`src/rtl/puf_pkg.sv`:
```
// Shared types and defaults for the race PUF sequencer.
package puf_pkg;

  localparam int unsigned RESP_BITS_DEF = 16;
  localparam int unsigned VOTES_DEF     = 5;
  localparam int unsigned SETTLE_DEF    = 4;
  localparam int unsigned TIMEOUT_DEF   = 255;
  localparam int unsigned CH_W_DEF      = 32;

  typedef enum logic [2:0] {
    S_IDLE,
    S_CLEAR,
    S_LAUNCH,
    S_WAIT,
    S_SAMPLE,
    S_RESOLVE,
    S_DONE
  } race_seq_state_t;

  // A bit resolves to 1 when strictly more than this many votes were 1.
  function automatic int unsigned maj_thresh(input int unsigned votes);
    return votes / 2;
  endfunction

endpackage

```
`src/rtl/sync_2ff.sv`:
```
// Two-flop synchronizer for a single asynchronous level.
module sync_2ff (
  input  logic clk,
  input  logic reset,
  input  logic i_d,
  output logic o_q
);

  logic r_meta;
  logic r_sync;

  always_ff @(posedge clk) begin
    if (reset) begin
      r_meta <= 1'b0;
      r_sync <= 1'b0;
    end else begin
      r_meta <= i_d;
      r_sync <= r_meta;
    end
  end

  assign o_q = r_sync;

endmodule

```
`src/rtl/race_puf_sequencer.sv`:
```
// Drives one race arbiter through VOTES evaluations per response bit and
// majority-decodes the result, flagging unstable bits and timed-out votes.
module race_puf_sequencer
  import puf_pkg::*;
#(
  parameter int unsigned RESP_BITS = RESP_BITS_DEF,
  parameter int unsigned VOTES     = VOTES_DEF,
  parameter int unsigned SETTLE    = SETTLE_DEF,
  parameter int unsigned TIMEOUT   = TIMEOUT_DEF,
  parameter int unsigned CH_W      = CH_W_DEF
) (
  input  logic                 clk,
  input  logic                 reset,
  input  logic                 start,
  input  logic [CH_W-1:0]      chal_base,
  output logic                 busy,
  output logic [CH_W-1:0]      chal_out,
  output logic                 arb_reset,
  output logic                 launch,
  input  logic                 arb_done,
  input  logic                 arb_out,
  output logic [RESP_BITS-1:0] resp,
  output logic [RESP_BITS-1:0] unstable,
  output logic                 timeout_err,
  output logic                 resp_valid
);

  localparam int unsigned VW  = $clog2(VOTES + 1);
  localparam int unsigned WW  = $clog2(TIMEOUT + 1);
  localparam int unsigned BW  = (RESP_BITS > 1) ? $clog2(RESP_BITS) : 1;
  localparam int unsigned SW  = $clog2(SETTLE + 1);
  localparam int unsigned THR = maj_thresh(VOTES);

  race_seq_state_t r_state;
  race_seq_state_t w_state_nxt;

  logic                 w_done_s;
  logic                 w_out_s;
  logic                 w_vote_last;
  logic                 w_bit_last;
  logic                 w_arb_reset_nxt;
  logic                 w_busy_nxt;
  logic                 w_launch_nxt;
  logic                 w_valid_nxt;

  logic [CH_W-1:0]      r_chal_base;
  logic [CH_W-1:0]      r_chal_out;
  logic [BW-1:0]        r_bit_idx;
  logic [VW-1:0]        r_vote_idx;
  logic [VW-1:0]        r_ones_cnt;
  logic [WW-1:0]        r_wait_cnt;
  logic [SW-1:0]        r_settle_cnt;
  logic                 r_vote_tmo;
  logic                 r_tmo_bit;
  logic [RESP_BITS-1:0] r_resp;
  logic [RESP_BITS-1:0] r_unstable;
  logic                 r_timeout_err;
  logic                 r_busy;
  logic                 r_arb_reset;
  logic                 r_launch;
  logic                 r_resp_valid;

  sync_2ff u_sync_done (
    .clk   (clk),
    .reset (reset),
    .i_d   (arb_done),
    .o_q   (w_done_s)
  );

  sync_2ff u_sync_out (
    .clk   (clk),
    .reset (reset),
    .i_d   (arb_out),
    .o_q   (w_out_s)
  );

  assign w_vote_last = (r_vote_idx == VW'(VOTES - 1));
  assign w_bit_last  = (r_bit_idx == BW'(RESP_BITS - 1));

  // Next state; registered outputs are derived from the state being entered.
  always_comb begin
    w_state_nxt     = r_state;
    w_arb_reset_nxt = 1'b1;
    w_busy_nxt      = 1'b1;
    w_launch_nxt    = 1'b0;
    w_valid_nxt     = 1'b0;
    case (r_state)
      S_IDLE:    if (start) w_state_nxt = S_CLEAR;
      S_CLEAR:   if (r_settle_cnt == SW'(SETTLE - 1)) w_state_nxt = S_LAUNCH;
      S_LAUNCH:  w_state_nxt = S_WAIT;
      S_WAIT:    if (w_done_s || (r_wait_cnt == WW'(TIMEOUT - 1))) w_state_nxt = S_SAMPLE;
      S_SAMPLE:  w_state_nxt = w_vote_last ? S_RESOLVE : S_CLEAR;
      S_RESOLVE: w_state_nxt = w_bit_last ? S_DONE : S_CLEAR;
      S_DONE:    w_state_nxt = S_IDLE;
      default:   w_state_nxt = S_IDLE;
    endcase
    case (w_state_nxt)
      S_IDLE:                     w_busy_nxt      = 1'b0;
      S_LAUNCH:                   begin
                                    w_arb_reset_nxt = 1'b0;
                                    w_launch_nxt    = 1'b1;
                                  end
      S_WAIT, S_SAMPLE:           w_arb_reset_nxt = 1'b0;
      S_DONE:                     w_valid_nxt     = 1'b1;
      default:                    w_busy_nxt      = 1'b1;
    endcase
  end

  always_ff @(posedge clk) begin
    if (reset) begin
      r_state       <= S_IDLE;
      r_chal_base   <= '0;
      r_chal_out    <= '0;
      r_bit_idx     <= '0;
      r_vote_idx    <= '0;
      r_ones_cnt    <= '0;
      r_wait_cnt    <= '0;
      r_settle_cnt  <= '0;
      r_vote_tmo    <= 1'b0;
      r_tmo_bit     <= 1'b0;
      r_resp        <= '0;
      r_unstable    <= '0;
      r_timeout_err <= 1'b0;
      r_busy        <= 1'b0;
      r_arb_reset   <= 1'b1;
      r_launch      <= 1'b0;
      r_resp_valid  <= 1'b0;
    end else begin
      r_state      <= w_state_nxt;
      r_busy       <= w_busy_nxt;
      r_arb_reset  <= w_arb_reset_nxt;
      r_launch     <= w_launch_nxt;
      r_resp_valid <= w_valid_nxt;
      r_settle_cnt <= (r_state == S_CLEAR) ? r_settle_cnt + SW'(1) : '0;
      case (r_state)
        S_IDLE: begin
          if (start) begin
            r_chal_base   <= chal_base;
            r_chal_out    <= chal_base;
            r_bit_idx     <= '0;
            r_vote_idx    <= '0;
            r_ones_cnt    <= '0;
            r_tmo_bit     <= 1'b0;
            r_resp        <= '0;
            r_unstable    <= '0;
            r_timeout_err <= 1'b0;
          end
        end
        S_LAUNCH: r_wait_cnt <= '0;
        S_WAIT: begin
          // Holds on exit: 1 only when leaving through the timeout.
          r_vote_tmo <= ~w_done_s;
          if (!w_done_s && (r_wait_cnt != WW'(TIMEOUT - 1))) begin
            r_wait_cnt <= r_wait_cnt + WW'(1);
          end
        end
        S_SAMPLE: begin
          if (r_vote_tmo) begin
            r_timeout_err <= 1'b1;
            r_tmo_bit     <= 1'b1;
          end else begin
            r_ones_cnt <= r_ones_cnt + VW'(w_out_s);
          end
          r_vote_idx <= r_vote_idx + VW'(1);
        end
        S_RESOLVE: begin
          r_resp[r_bit_idx]     <= (r_ones_cnt > VW'(THR));
          r_unstable[r_bit_idx] <= ((r_ones_cnt != '0) && (r_ones_cnt != VW'(VOTES))) || r_tmo_bit;
          r_ones_cnt            <= '0;
          r_vote_idx            <= '0;
          r_tmo_bit             <= 1'b0;
          if (!w_bit_last) begin
            r_bit_idx  <= r_bit_idx + BW'(1);
            r_chal_out <= r_chal_base + CH_W'(r_bit_idx) + CH_W'(1);
          end
        end
        default: ;
      endcase
    end
  end

  assign busy        = r_busy;
  assign chal_out    = r_chal_out;
  assign arb_reset   = r_arb_reset;
  assign launch      = r_launch;
  assign resp        = r_resp;
  assign unstable    = r_unstable;
  assign timeout_err = r_timeout_err;
  assign resp_valid  = r_resp_valid;

endmodule

```
`config.mk`:
```
export PLATFORM = sky130hd
export DESIGN_NAME = race_puf_sequencer
export DESIGN_NICKNAME = d
export VERILOG_FILES = /design/src/rtl/puf_pkg.sv /design/src/rtl/sync_2ff.sv /design/src/rtl/race_puf_sequencer.sv
export SDC_FILE = /design/constraint.sdc
export NUM_CORES = 1
export LEC_CHECK = 0
export CAP_MARGIN = 5
export CORE_AREA = 2 2 109 111
export CTS_CLUSTER_DIAMETER = 80
export DETAILED_ROUTE_END_ITERATION = 7
export DIE_AREA = 0 0 111 113
export GPL_TIMING_DRIVEN = 0
export PLACE_DENSITY = 0.78
export SLEW_MARGIN = 20
export SYNTH_ARGS = -nofsm -noshare
export SYNTH_HDL_FRONTEND = slang
export SYNTH_SLANG_ARGS = --single-unit
```
`constraint.sdc`:
```
create_clock -name clk -period 2.97 [get_ports clk]
set_input_delay 0.594 -clock clk [delete_from_list [all_inputs] [get_ports clk]]
set_output_delay 0.594 -clock clk [all_outputs]
set_load 0.02 [all_outputs]
```
; Word-level counts from Yosys, hierarchy flattened
; Cells that the tools add are included.
[totals]
register_bits = 131
inputBits = 37
out_inout_bits = 69
word_cells = 109
[op_classes]
n_addsub = 7
order_cmp = 3
eq_ne = 20
muxes = 33
bitwise = 2
reduce_logical = 23
[ops]
columns = cell, count
row1 = 32-bit two-way mux, 2
row2 = 16-bit case mux with 2 select lines, 2
row3 = 32-bit case mux with 2 select lines, 1
row4 = "32-bit by 1-bit adder with 32-bit output, second input constant", 1
row5 = 32-bit by 4-bit adder with 32-bit output, 1
row6 = 16-bit bitwise mux, 2
row7 = 3-bit two-way mux, 7
row8 = 3-bit case mux with 3 select lines, 2
row9 = 3-bit case mux with 6 select lines, 1
row10 = 16-bit two-way mux, 1
row11 = 8-bit case mux with 2 select lines, 1
row12 = "3-bit by 2-bit equality test with 1-bit output, second input constant", 5
row13 = "3-bit equality test, second input constant", 5
row14 = 3-bit AND reduction, 4
row15 = "2-bit inequality test, second input constant", 5
row16 = "8-bit by 1-bit adder with 8-bit output, second input constant", 1
row17 = "8-bit equality test, second input constant", 1
row18 = 4-bit two-way mux, 2
row19 = 8-bit two-way mux, 1
row20 = "8-bit inequality test, second input constant", 1
row21 = 4-bit case mux with 2 select lines, 1
row22 = 2-bit AND reduction, 4
row23 = 1-bit two-way mux, 7
row24 = "3-bit by 1-bit adder with 3-bit output, second input constant", 2
row25 = 20 further kinds, 28

; Logic depth before layout (Yosys ltp)
; Gate-level depths: netlist (run 1).
[logic_depth]
word_depth = 7
ltp_mapped = 10

; By module
; From an unflattened synthesis (run 1), not the netlist that was laid out.
[unflattened]
cells_unflattened = 743
area_unflattened_um2 = 6167.2
[modules_own_cells]
columns = module, n_inst, cells_per_inst, area_per_inst_um2, seq_area_each_um2
row1 = race_puf_sequencer, 1, 735, 6062.1, 2542.4
row2 = sync_2ff, 2, 4, 52.6, 40.0

; Worst setup path before layout (run 1)
; OpenSTA, ideal clock, no wires.
[synth_path]
path_type = register to register
startpoint = register r_bit_idx[0]
endpoint = register r_chal_out[27], in the netlist chal_out[27]
t_arrival_ps = 1983
required_ps = 2836
setup_slack_ps = 854
path_stages_with_launch = 9
synth_period_minus_slack_ps = 2116
cell_sequence = dfxtp_1 inv_1 ha_1 nor2b_1 o211ai_1 a211oi_4 or3b_4 mux2i_1 o22ai_1
[synth_via]
elab_chain_cells = 4
elab_cells_between_ends = 7
cone_classes = 2 x add/sub / 2 x eq/ne / 2 x mux / 1 x reduce/logical
[synth_rtl]
columns = element, line
row1 = from (decl), race_puf_sequencer.sv:48  ; logic [BW-1:0] r_bit_idx;
row2 = from (signal assigned), race_puf_sequencer.sv:173  ; r_bit_idx <= r_bit_idx + BW'(1);
row3 = 32-bit by 4-bit adder with 32-bit output, race_puf_sequencer.sv:174  ; r_chal_out <= r_chal_base + CH_W'(r_bit_idx) + CH_W'(1);
row4 = 32-bit by 1-bit adder with 32-bit output, race_puf_sequencer.sv:174
row5 = 32-bit two-way mux, race_puf_sequencer.sv:172  ; if (!w_bit_last) begin
row6 = 32-bit case mux with 2 select lines, race_puf_sequencer.sv:135  ; case (r_state)
row7 = to (signal assigned), race_puf_sequencer.sv:139  ; r_chal_out <= chal_base;
row8 = to (signal assigned), race_puf_sequencer.sv:174
row9 = to (decl), race_puf_sequencer.sv:47  ; logic [CH_W-1:0] r_chal_out;
; Several ways; a longest one is shown, not always the timed one. The select of a mux whose other input is x is not followed.
; A chain may end at the register's enable or synchronous reset.

; Final worst setup path (run 1)
[layout_path]
startpoint = input start
endpoint = register r_chal_base[10]
[layout_via]
elab_chain_cells = 1
[layout_rtl]
columns = element, line
row1 = from (decl), race_puf_sequencer.sv:14  ; input logic start,
row2 = 2-bit AND reduction (no line), n/a
row3 = to (signal assigned), race_puf_sequencer.sv:138  ; r_chal_base <= chal_base;
row4 = to (decl), race_puf_sequencer.sv:46  ; logic [CH_W-1:0] r_chal_base;
; Every way passes these cells.

==> results of run 1 <==
## per-layer routing
metal,vias up,wire [µm]
li1,2780,-
met1,2746,7550
met2,257,8230
met3,30,1270
met4,0,284
met5,-,0
## placed cells by master, fill, tap and decap left out, drive strengths merged, types with 3 or more instances in the layout
master,Yosys,final
nand3,15,15
xor2,15,15
o21ai,18,18
clkbuf,27,51
nor2b,11,11
nor3,8,8
o22ai,14,14
mux2i,3,3
a211oi,7,7
a21boi,12,12
clkdlybuf4s50,0,104
inv,17,17
ha,16,16
xnor2,20,20
dfxtp,131,131
nand2,125,125
and4,6,6
nor2,128,128
a221oi,3,3
buf,13,13
and3,5,5
a31oi,36,36
a21oi,59,59
a22oi,3,3
nor3b,3,3
clkinv,0,3
a211o,3,3
nand4,7,7
bufinv,0,3
## worst paths after layout
check                  startpoint              end  slack, ps
hold / removal    r_settle_cnt[0]  r_settle_cnt[0]        430
setup reg to reg     r_bit_idx[0]     chal_out[28]        270
setup / recovery            start  r_chal_base[10]        250
hold reg to reg   r_settle_cnt[0]  r_settle_cnt[0]        430
## state kept, by name, summed over array words and instances, names as in the netlist, 3 cells and up
signal,flops
chal_out,32
r_chal_base,32
resp,16
unstable,16
r_wait_cnt,8
r_bit_idx,4
r_ones_cnt,3
r_settle_cnt,3
r_state,3
r_vote_idx,3
## report_power, final
group	switching [mW]	leakage, nW	internal [mW]
clock network	0.775	0.314	1.47
registers	0.0524	1.07	1.82
logic	0.240	1.43	0.176
total	1.07	2.81	3.47
## cell families after synthesis
group / synth area share
AO/OA/AOI/OAI: 0.177
multiplexers: 0.00889
XOR/XNOR: 0.0519
adder cells (fa/ha/maj): 0.0373
flip-flops: 0.444
buffers and inverters: 0.0390
AND/OR/NAND/NOR: 0.242
## worst max-delay path, cell delays in order
cell and delay (ps):
clkdlybuf4s50_1 530, nor4b_4 650, clkbuf_1 580, buf_1 440, nand2_1 130, a21oi_1 140
## area by class of cell
type,count,share of cell area
inverter,17,0.00821
clock inverter,8,0.0155
buffer,40,0.0214
clock buffer,24,0.0671
multi-input combinational,548,0.393
timing repair buffer,104,0.134
sequential,131,0.337
tap,143,0.0230
## stage by stage
| step | TNS, ps | util | area (µm²) | hold WS (ps) |
|---|---|---|---|---|
| after floorplan | 0 | - | 5910 | 399 |
| after global placement | -1060 | 0.632 | 7130 | 409 |
| after detailed placement | -1260 | 0.632 | 7130 | 418 |
| after CTS | 0 | 0.689 | 7770 | 426 |
| after global routing | 0 | 0.689 | 7770 | 450 |
| final | 0 | 0.689 | 7770 | 426 |
==> key figures, run 1 <==
Placement
  – Placed instance count: 983
  – Place WS: -117 ps
  – RePlAce Congestion: 0.887
  – PortBufs: 104
  – Detail Placement HPWL: 11,900 µm

Clock network
  – Clk slew on worst S/H paths: 60 ps
  – CTS-repair resized insts: 0
  – Setup Fix Bufs, Post-CTS: 0
  – TritonCTS clock tree: done
  – Clock Latency Late Sink: 420 ps
  – Bufs on Longest Clock Path: 2
  – CTS buffer count: 17
  – Root Buffer: clkbuf_16
  – Hold-fix buffers, CTS: 0
  – Clock Sinks: 131
  – CTS H-Tree Depth: 4

STA
  – RSZ-0062 raised after global routing: false
  – Tmin final: 2720 ps
  – Final worst slack: 247 ps
  – Final hold vios: 0
  – Final setup viols: 0
  – Rel. slew slack: 0.464
  – Final slew viol count: 0
  – Clk_skew: 6.34 ps
  – Fmax: 367 MHz
  – Fin crit share: 0.917
  – Worst slew pin tran: 797 ps

Flow run
  – MaxCap Viol Count: 0

Critical path
  – Startpoint Class: input pin
  – R2R depth: 10
  – Critical path peak fanout: 10
  – Crit end category: flip-flop
  – Data arrival time of the worst path: 3070 ps
  – WP data required: 3320 ps
  – Critical path class: input pin to flip-flop

Logic synthesis
  – Synth area leader: dfxtp_1
  – Most common cell in the netlist: dfxtp_1
  – Post-synth ARST share: 0
  – Post-Syn Area: 5910 µm²
  – #FFs+latches synth: 131
  – Post-Syn Area per Cell: 8.03 µm²
  – Cells after Synth: 736
  – Seq/Total Area, Yosys: 0.444
  – Syn_nets: 790
  – Top cells by area, synth: dfxtp_1 (44%), nor2_1 (8.1%), nand2_1 (7.9%), a21oi_1 (5.0%), a31oi_1 (3.8%)
  – Top-area cell type share of the netlist area: 0.444
  – Post-synth cell types: 54
  – YS warnings: 0
  – Leading cell types by count after synthesis: dfxtp_1 (131), nor2_1 (128), nand2_1 (125)
  – Main synth FF type: dfxtp_1
  – EDFF count, synth: 0

GRT
  – Congestion Overflow GR: 0
  – Largest net degree at the start of global routing: 17
  – M3 GR Usage: 0.0621
  – Met1 usage: 0.360
  – Antenna violations before repair: 0
  – Total Routing Usage GR: 0.278
  – GR peak layer: met2
  – First-pass GRT wire length: 28,000 µm
  – Vias in the first global route: 5,779
  – GRT met2 Usage: 0.460

Floorplanning
  – Top Ports: 106
  – Core region area: 11,300 µm²
  – Rows: 39
  – Die height: 113 µm
  – Die Wd: 111 µm
  – Die ar.: 12,500 µm²
  – Initial Util: 0.524

Pwr
  – Worst VDD drop: 576 µV
  – Total Power: 4.54 mW
  – PwrDens: 584 nW/µm²
  – Leak: 2.81 nW

Hold path
  – Worst hold stages: 1
  – Hold WC Path Type: flip-flop to flip-flop

Route
  – DRC: 0
  – DR pass1 iterations: 7
  – Via count: 5,813
  – ANT nets after route: 0
  – Routed wire length: 17,300 µm
  – 1st-iter DRT viols: 612
  – Vias per cell: 5.73
  – WL/cell: 17.1 µm

Cells and area
  – Footprint of the multi-input gates: 3060 µm²
  – Diode count: 0
  – Filler cells: 919
  – Post-route insts no fill: 1,015
  – Final #Nets: 913
  – Layout cell share with drive strength beyond 1: 0.0573
  – Layout area overhead: 31.5%
  – Sequential cell area: 2620 µm²

Outcome
  – Status: complete, no violations
Note: power is estimated with default switching activity, not from simulation.
==> run 2: changes to the inputs <==
--- a/config.mk
+++ b/config.mk
@@ -6,10 +6,10 @@
 export NUM_CORES = 1
 export LEC_CHECK = 0
 export CAP_MARGIN = 5
-export CORE_AREA = 2 2 109 111
+export CORE_AREA = 3 3 110 112
 export CTS_CLUSTER_DIAMETER = 80
 export DETAILED_ROUTE_END_ITERATION = 7
-export DIE_AREA = 0 0 111 113
+export DIE_AREA = 0 0 113 115
 export GPL_TIMING_DRIVEN = 0
 export PLACE_DENSITY = 0.78
 export SLEW_MARGIN = 20
==> run 2 against run 1 <==
Combinational power about the same. Register-to-register slack hardly changed. Global-route usage decreased by 1.0 points. Count of clock-buffer cells in the layout down 4. First-iteration DRC count is 8.3% lower. Cell area down 0.58%. Sequential cell count did not move. Clock skew grew 0.60 ps. Highest routed layer unchanged. Largest power group unchanged.
==> key figures, run 2 (synthesized netlist as in run 1, its figures left out) <==
Outcome
  – Status: complete, no violations

STA
  – Final setup viols: 0
  – Final hold vios: 0
  – Final slew viol count: 0
  – Tmin final: 2730 ps
  – RSZ-0062 raised after global routing: false
  – Worst slew pin tran: 730 ps
  – TNS Setup: 0 ps
  – Clk_skew: 6.95 ps
  – Hold WS: 432 ps
  – Fmax: 366 MHz
  – Final worst slack: 238 ps
  – Rel. slew slack: 0.511
  – Fin crit share: 0.920

Critical path
  – Startpoint Class: input pin
  – Reg2Reg Setup Slack: 280 ps
  – Crit end category: flip-flop
  – Critical path class: input pin to flip-flop
  – Worst r2r src: r_bit_idx[1]
  – Data arrival time of the worst path: 3070 ps
  – WP data required: 3310 ps
  – Worst reg2reg path endpoint: chal_out[22]
  – R2R depth: 8
  – Critical path peak fanout: 10

Clock network
  – Hold-fix buffers, CTS: 0
  – CTS buffer count: 17
  – Clk slew on worst S/H paths: 60 ps
  – Clock Latency Late Sink: 420 ps
  – TritonCTS clock tree: done
  – Clock Sinks: 131
  – Root Buffer: clkbuf_16
  – CTS-repair resized insts: 0
  – CTS H-Tree Depth: 4
  – Bufs on Longest Clock Path: 2
  – Setup Fix Bufs, Post-CTS: 0

Hold path
  – Hold WC Path Type: flip-flop to flip-flop
  – Hold path endpoint: r_settle_cnt[0]
  – Worst hold stages: 1
  – Hold Startpoint: r_settle_cnt[0]

Route
  – ANT nets after route: 0
  – Vias per cell: 5.79
  – WL/cell: 17.1 µm
  – Routed wire length: 17,300 µm
  – DR pass1 iterations: 5
  – Via count: 5,876
  – DRC: 0
  – 1st-iter DRT viols: 561

Placement
  – Place WS: -128 ps
  – RePlAce Congestion: 0.891
  – PortBufs: 104
  – Detail Placement HPWL: 12,200 µm
  – Area of placed instances: 7130 µm²
  – Placed instance count: 983

Cells and area
  – Filler cells: 917
  – Post-route insts no fill: 1,015
  – Final #Nets: 913
  – Most common cell after layout, fill and taps aside: dfxtp_1
  – Layout cell share with drive strength beyond 1: 0.0573
  – Core Util, Final: 0.682
  – Layout area overhead: 30.7%
  – Diode count: 0
  – Post-route cell area: 7730 µm²
  – Leading cell types in the layout, fill and taps excluded: dfxtp_1 (131), nor2_1 (128), nand2_1 (125)

GRT
  – Antenna violations before repair: 0
  – Congestion Overflow GR: 0
  – GRT met2 Usage: 0.439
  – Largest net degree at the start of global routing: 17
  – M3 GR Usage: 0.0595
  – GR peak layer: met2
  – Total Routing Usage GR: 0.268
  – First-pass GRT wire length: 27,700 µm
  – Vias in the first global route: 5,531
  – Met1 usage: 0.347

Floorplanning
  – Die height: 115 µm
  – Die Wd: 113 µm
  – Core region area: 11,300 µm²
  – Initial Util: 0.522
  – Rows: 39
  – Top Ports: 106
  – Die ar.: 13,000 µm²

Pwr
  – Total Power: 4.37 mW
  – PwrDens: 566 nW/µm²
  – Worst VDD drop: 500 µV
  – Leak: 2.77 nW

Flow run
  – MaxCap Viol Count: 0
==> run 2: cell types whose count changed in the layout (fill, tap and decap cells not counted), sizes merged <==
cell | before | now
bufinv | 3 | 2
clkbuf | 51 | 47
clkinv | 3 | 4
clkinvlp | 2 | 5
inv | 17 | 18
==> run 2: final cells by class <==
cell class / instances / area (µm²) / area share
plain buffers: 40 / 166 / 0.0215
clock buffers: 20 / 467 / 0.0604
clock inverters: 12 / 130 / 0.0168
inverters: 17 / 63.8 / 0.00826
multi-input cells: 548 / 3060 / 0.396
flip-flops and latches: 131 / 2620 / 0.339
well taps: 143 / 179 / 0.0232
repair buffers: 104 / 1040 / 0.135
==> run 2: worst max-delay path: stages <==
cell and delay [ps]:
clkdlybuf4s50_1 540, nor4b_4 640, clkbuf_1 590, buf_1 440, nand2_1 120, a21oi_1 140
==> run 2: worst max-delay path by stage <==
stage | start | end | depth (start not counted)
6_report | start | r_chal_base[11] | 6
3_3_place_gp | start | r_chal_base[16] | 6
5_1_grt | start | r_chal_base[8] | 6
4_1_cts | start | r_chal_base[11] | 6
3_5_place_dp | start | r_chal_base[10] | 6
2_1_floorplan | r_bit_idx[0] | chal_out[27] | 8
==> run 2: metal layers <==
| layer | share of wire | vias to the layer above |
|---|---|---|
| met5 | 0 | - |
| met4 | 0.015 | 0 |
| li1 | - | 2785 |
| met2 | 0.48 | 262 |
| met3 | 0.076 | 28 |
| met1 | 0.43 | 2801 |
==> run 2: report_power, final <==
part | internal [mW] | leakage [nW] | switching [mW]
sequential | 1.82 | 1.07 | 0.0522
combinational | 0.176 | 1.43 | 0.239
clock | 1.30 | 0.280 | 0.787
total | 3.30 | 2.77 | 1.08
==> run 3: changes to the inputs <==
--- a/config.mk
+++ b/config.mk
@@ -6,12 +6,12 @@
 export NUM_CORES = 1
 export LEC_CHECK = 0
 export CAP_MARGIN = 5
-export CORE_AREA = 3 3 110 112
+export CORE_AREA = 3 3 115 117
 export CTS_CLUSTER_DIAMETER = 80
 export DETAILED_ROUTE_END_ITERATION = 7
-export DIE_AREA = 0 0 113 115
+export DIE_AREA = 0 0 118 120
 export GPL_TIMING_DRIVEN = 0
-export PLACE_DENSITY = 0.78
+export PLACE_DENSITY = 0.75
 export SLEW_MARGIN = 20
 export SYNTH_ARGS = -nofsm -noshare
 export SYNTH_HDL_FRONTEND = slang
==> constraint.sdc (replaced) <==
create_clock -name clk -period 2.3 [get_ports clk]
set_input_delay 0.46 -clock clk [delete_from_list [all_inputs] [get_ports clk]]
set_output_delay 0.46 -clock clk [all_outputs]
set_load 0.02 [all_outputs]
==> run 3 against run 2 <==
The flow now finishes with violations (setup timing). Cell count increased by 3.1%. Clock skew decreased by 1.3 ps. Largest power group unchanged. Wire length decreased by 3.1%.
==> key figures, run 3 (synthesized netlist as in run 1, its figures left out) <==
Outcome
  – Status: finished, violations left
  – Failing checks: setup timing

STA
  – Hold WS: 433 ps
  – Final setup viols: 2
  – Fmax: 422 MHz
  – Final hold vios: 0
  – Fin crit share: 1.03
  – Rel. slew slack: 0.470
  – RSZ-0062 raised after global routing: true
  – Tmin final: 2370 ps
  – Worst slew pin tran: 789 ps
  – TNS Setup: -73.3 ps
  – Final worst slack: -68.4 ps
  – Final slew viol count: 0
  – Clk_skew: 5.67 ps

GRT
  – M3 GR Usage: 0.0631
  – Total Routing Usage GR: 0.237
  – Vias in the first global route: 5,369
  – GRT met2 Usage: 0.386
  – Largest net degree at the start of global routing: 17
  – Antenna violations before repair: 0
  – GR peak layer: met2
  – Met1 usage: 0.305
  – Congestion Overflow GR: 0
  – First-pass GRT wire length: 26,800 µm

Critical path
  – Critical path peak fanout: 6
  – Worst r2r src: r_bit_idx[0]
  – Startpoint Class: flip-flop
  – Crit end category: flip-flop
  – Data arrival time of the worst path: 2650 ps
  – Critical path class: flip-flop to flip-flop
  – Crit path launch: r_bit_idx[0]
  – Reg2Reg Setup Slack: -70 ps
  – Worst reg2reg path endpoint: chal_out[29]
  – Worst Setup EP: chal_out[29]
  – WP data required: 2580 ps
  – R2R depth: 8

Clock network
  – CTS H-Tree Depth: 4
  – Clk slew on worst S/H paths: 50 ps
  – Clock Sinks: 131
  – CTS buffer count: 17
  – Clock Latency Late Sink: 420 ps
  – Bufs on Longest Clock Path: 2
  – Root Buffer: clkbuf_16
  – TritonCTS clock tree: done

Pwr
  – Internal power: 4.27 mW
  – Psw: 1.31 mW
  – Worst VDD drop: 485 µV
  – Seq pwr share: 0.433
  – Sw frac: 0.235
  – Clock share of power: 0.471
  – Leak: 2.82 nW
  – Comb power frac: 0.096
  – Total Power: 5.59 mW
  – PwrDens: 713 nW/µm²

Cells and area
  – Diode count: 0
  – Layout area overhead: 32.5%
  – Leading cell types in the layout, fill and taps excluded: nor2_1 (128), dfxtp_1 (128), nand2_1 (125)
  – Core Util, Final: 0.628
  – Post-route cell area: 7830 µm²
  – Layout cell share with drive strength beyond 1: 0.0744
  – Final #Nets: 917

Floorplanning
  – Top Ports: 106
  – Die Wd: 118 µm
  – Core region area: 12,500 µm²
  – Initial Util: 0.474
  – Rows: 41
  – Die height: 120 µm
  – Die ar.: 14,200 µm²

Route
  – 1st-iter DRT viols: 520
  – ANT nets after route: 0
  – Via count: 5,690
  – Routed wire length: 16,800 µm
  – WL/cell: 16.0 µm
  – DR pass1 iterations: 5
  – Vias per cell: 5.44
  – DRC: 0

Hold path
  – Hold WC Path Type: flip-flop to flip-flop

Placement
  – Detail Placement HPWL: 11,700 µm
  – RePlAce Congestion: 0.853
  – PortBufs: 104
  – Area of placed instances: 7170 µm²

Flow run
  – MaxCap Viol Count: 0
-- run 3: metrics by stage --
step | worst slack (ps) | instances
after floorplan | 184 | 736
after global placement | -614 | 1012
after detailed placement | -612 | 1012
after CTS | 0.348 | 1044
after global routing | -96.5 | 1046
final | -68.4 | 1046
-- run 3: worst min path at each step --
stage,endpoint,cells after the start,start
CTS,r_settle_cnt[0],1,r_settle_cnt[0]
floorplan,r_settle_cnt[0],1,r_settle_cnt[0]
finish,r_settle_cnt[0],1,r_settle_cnt[0]
global route,r_settle_cnt[0],1,r_settle_cnt[0]
detailed placement,r_settle_cnt[0],1,r_settle_cnt[0]
global placement,r_settle_cnt[0],1,r_settle_cnt[0]
-- run 3: cell type report --
cell class | count | area [µm²]
sequential | 131 | 2630
inverter | 17 | 63.8
clock inverter | 5 | 75.1
timing repair buffer | 108 | 1070
tap | 172 | 215
buffer | 40 | 175
clock buffer | 25 | 495
fill | 1113 | 4640
multi-input combinational | 548 | 3100
-- run 3: what timing repair did --
action	CTS	global route
endpoints found under the hold margin	0	0
resized for setup	9	17
pin swaps	3	1
hold buffers	0	0
buffers inserted	2	2
setup endpoints to repair	39	53
-- run 3: worst max-delay path, stage by stage, from the launching register on --
cell      delay (ps)
dfxtp_4          370
inv_1             80
ha_1             200
nor2b_1          170
o211ai_1         250
a211oi_4         380
or3b_4           450
mux2i_2          210
o22ai_1          110
-- run 3: layer usage --
| metal | part of all wire | wire length, µm |
|---|---|---|
| met1 | 0.43 | 7260 |
| met2 | 0.48 | 7990 |
| met3 | 0.074 | 1240 |
| met4 | 0.017 | 293 |
| met5 | 0 | 0 |
-- run 3: power by group through the flow --
stage | registers [mW] | logic, mW | clock network [mW]
global route | 2.43 | 0.587 | 2.75
global placement | 2.46 | 0.523 | 0
finish | 2.42 | 0.539 | 2.63
floorplan | 2.50 | 0.246 | 0
detailed placement | 2.46 | 0.526 | 0
CTS | 2.42 | 0.534 | 2.65
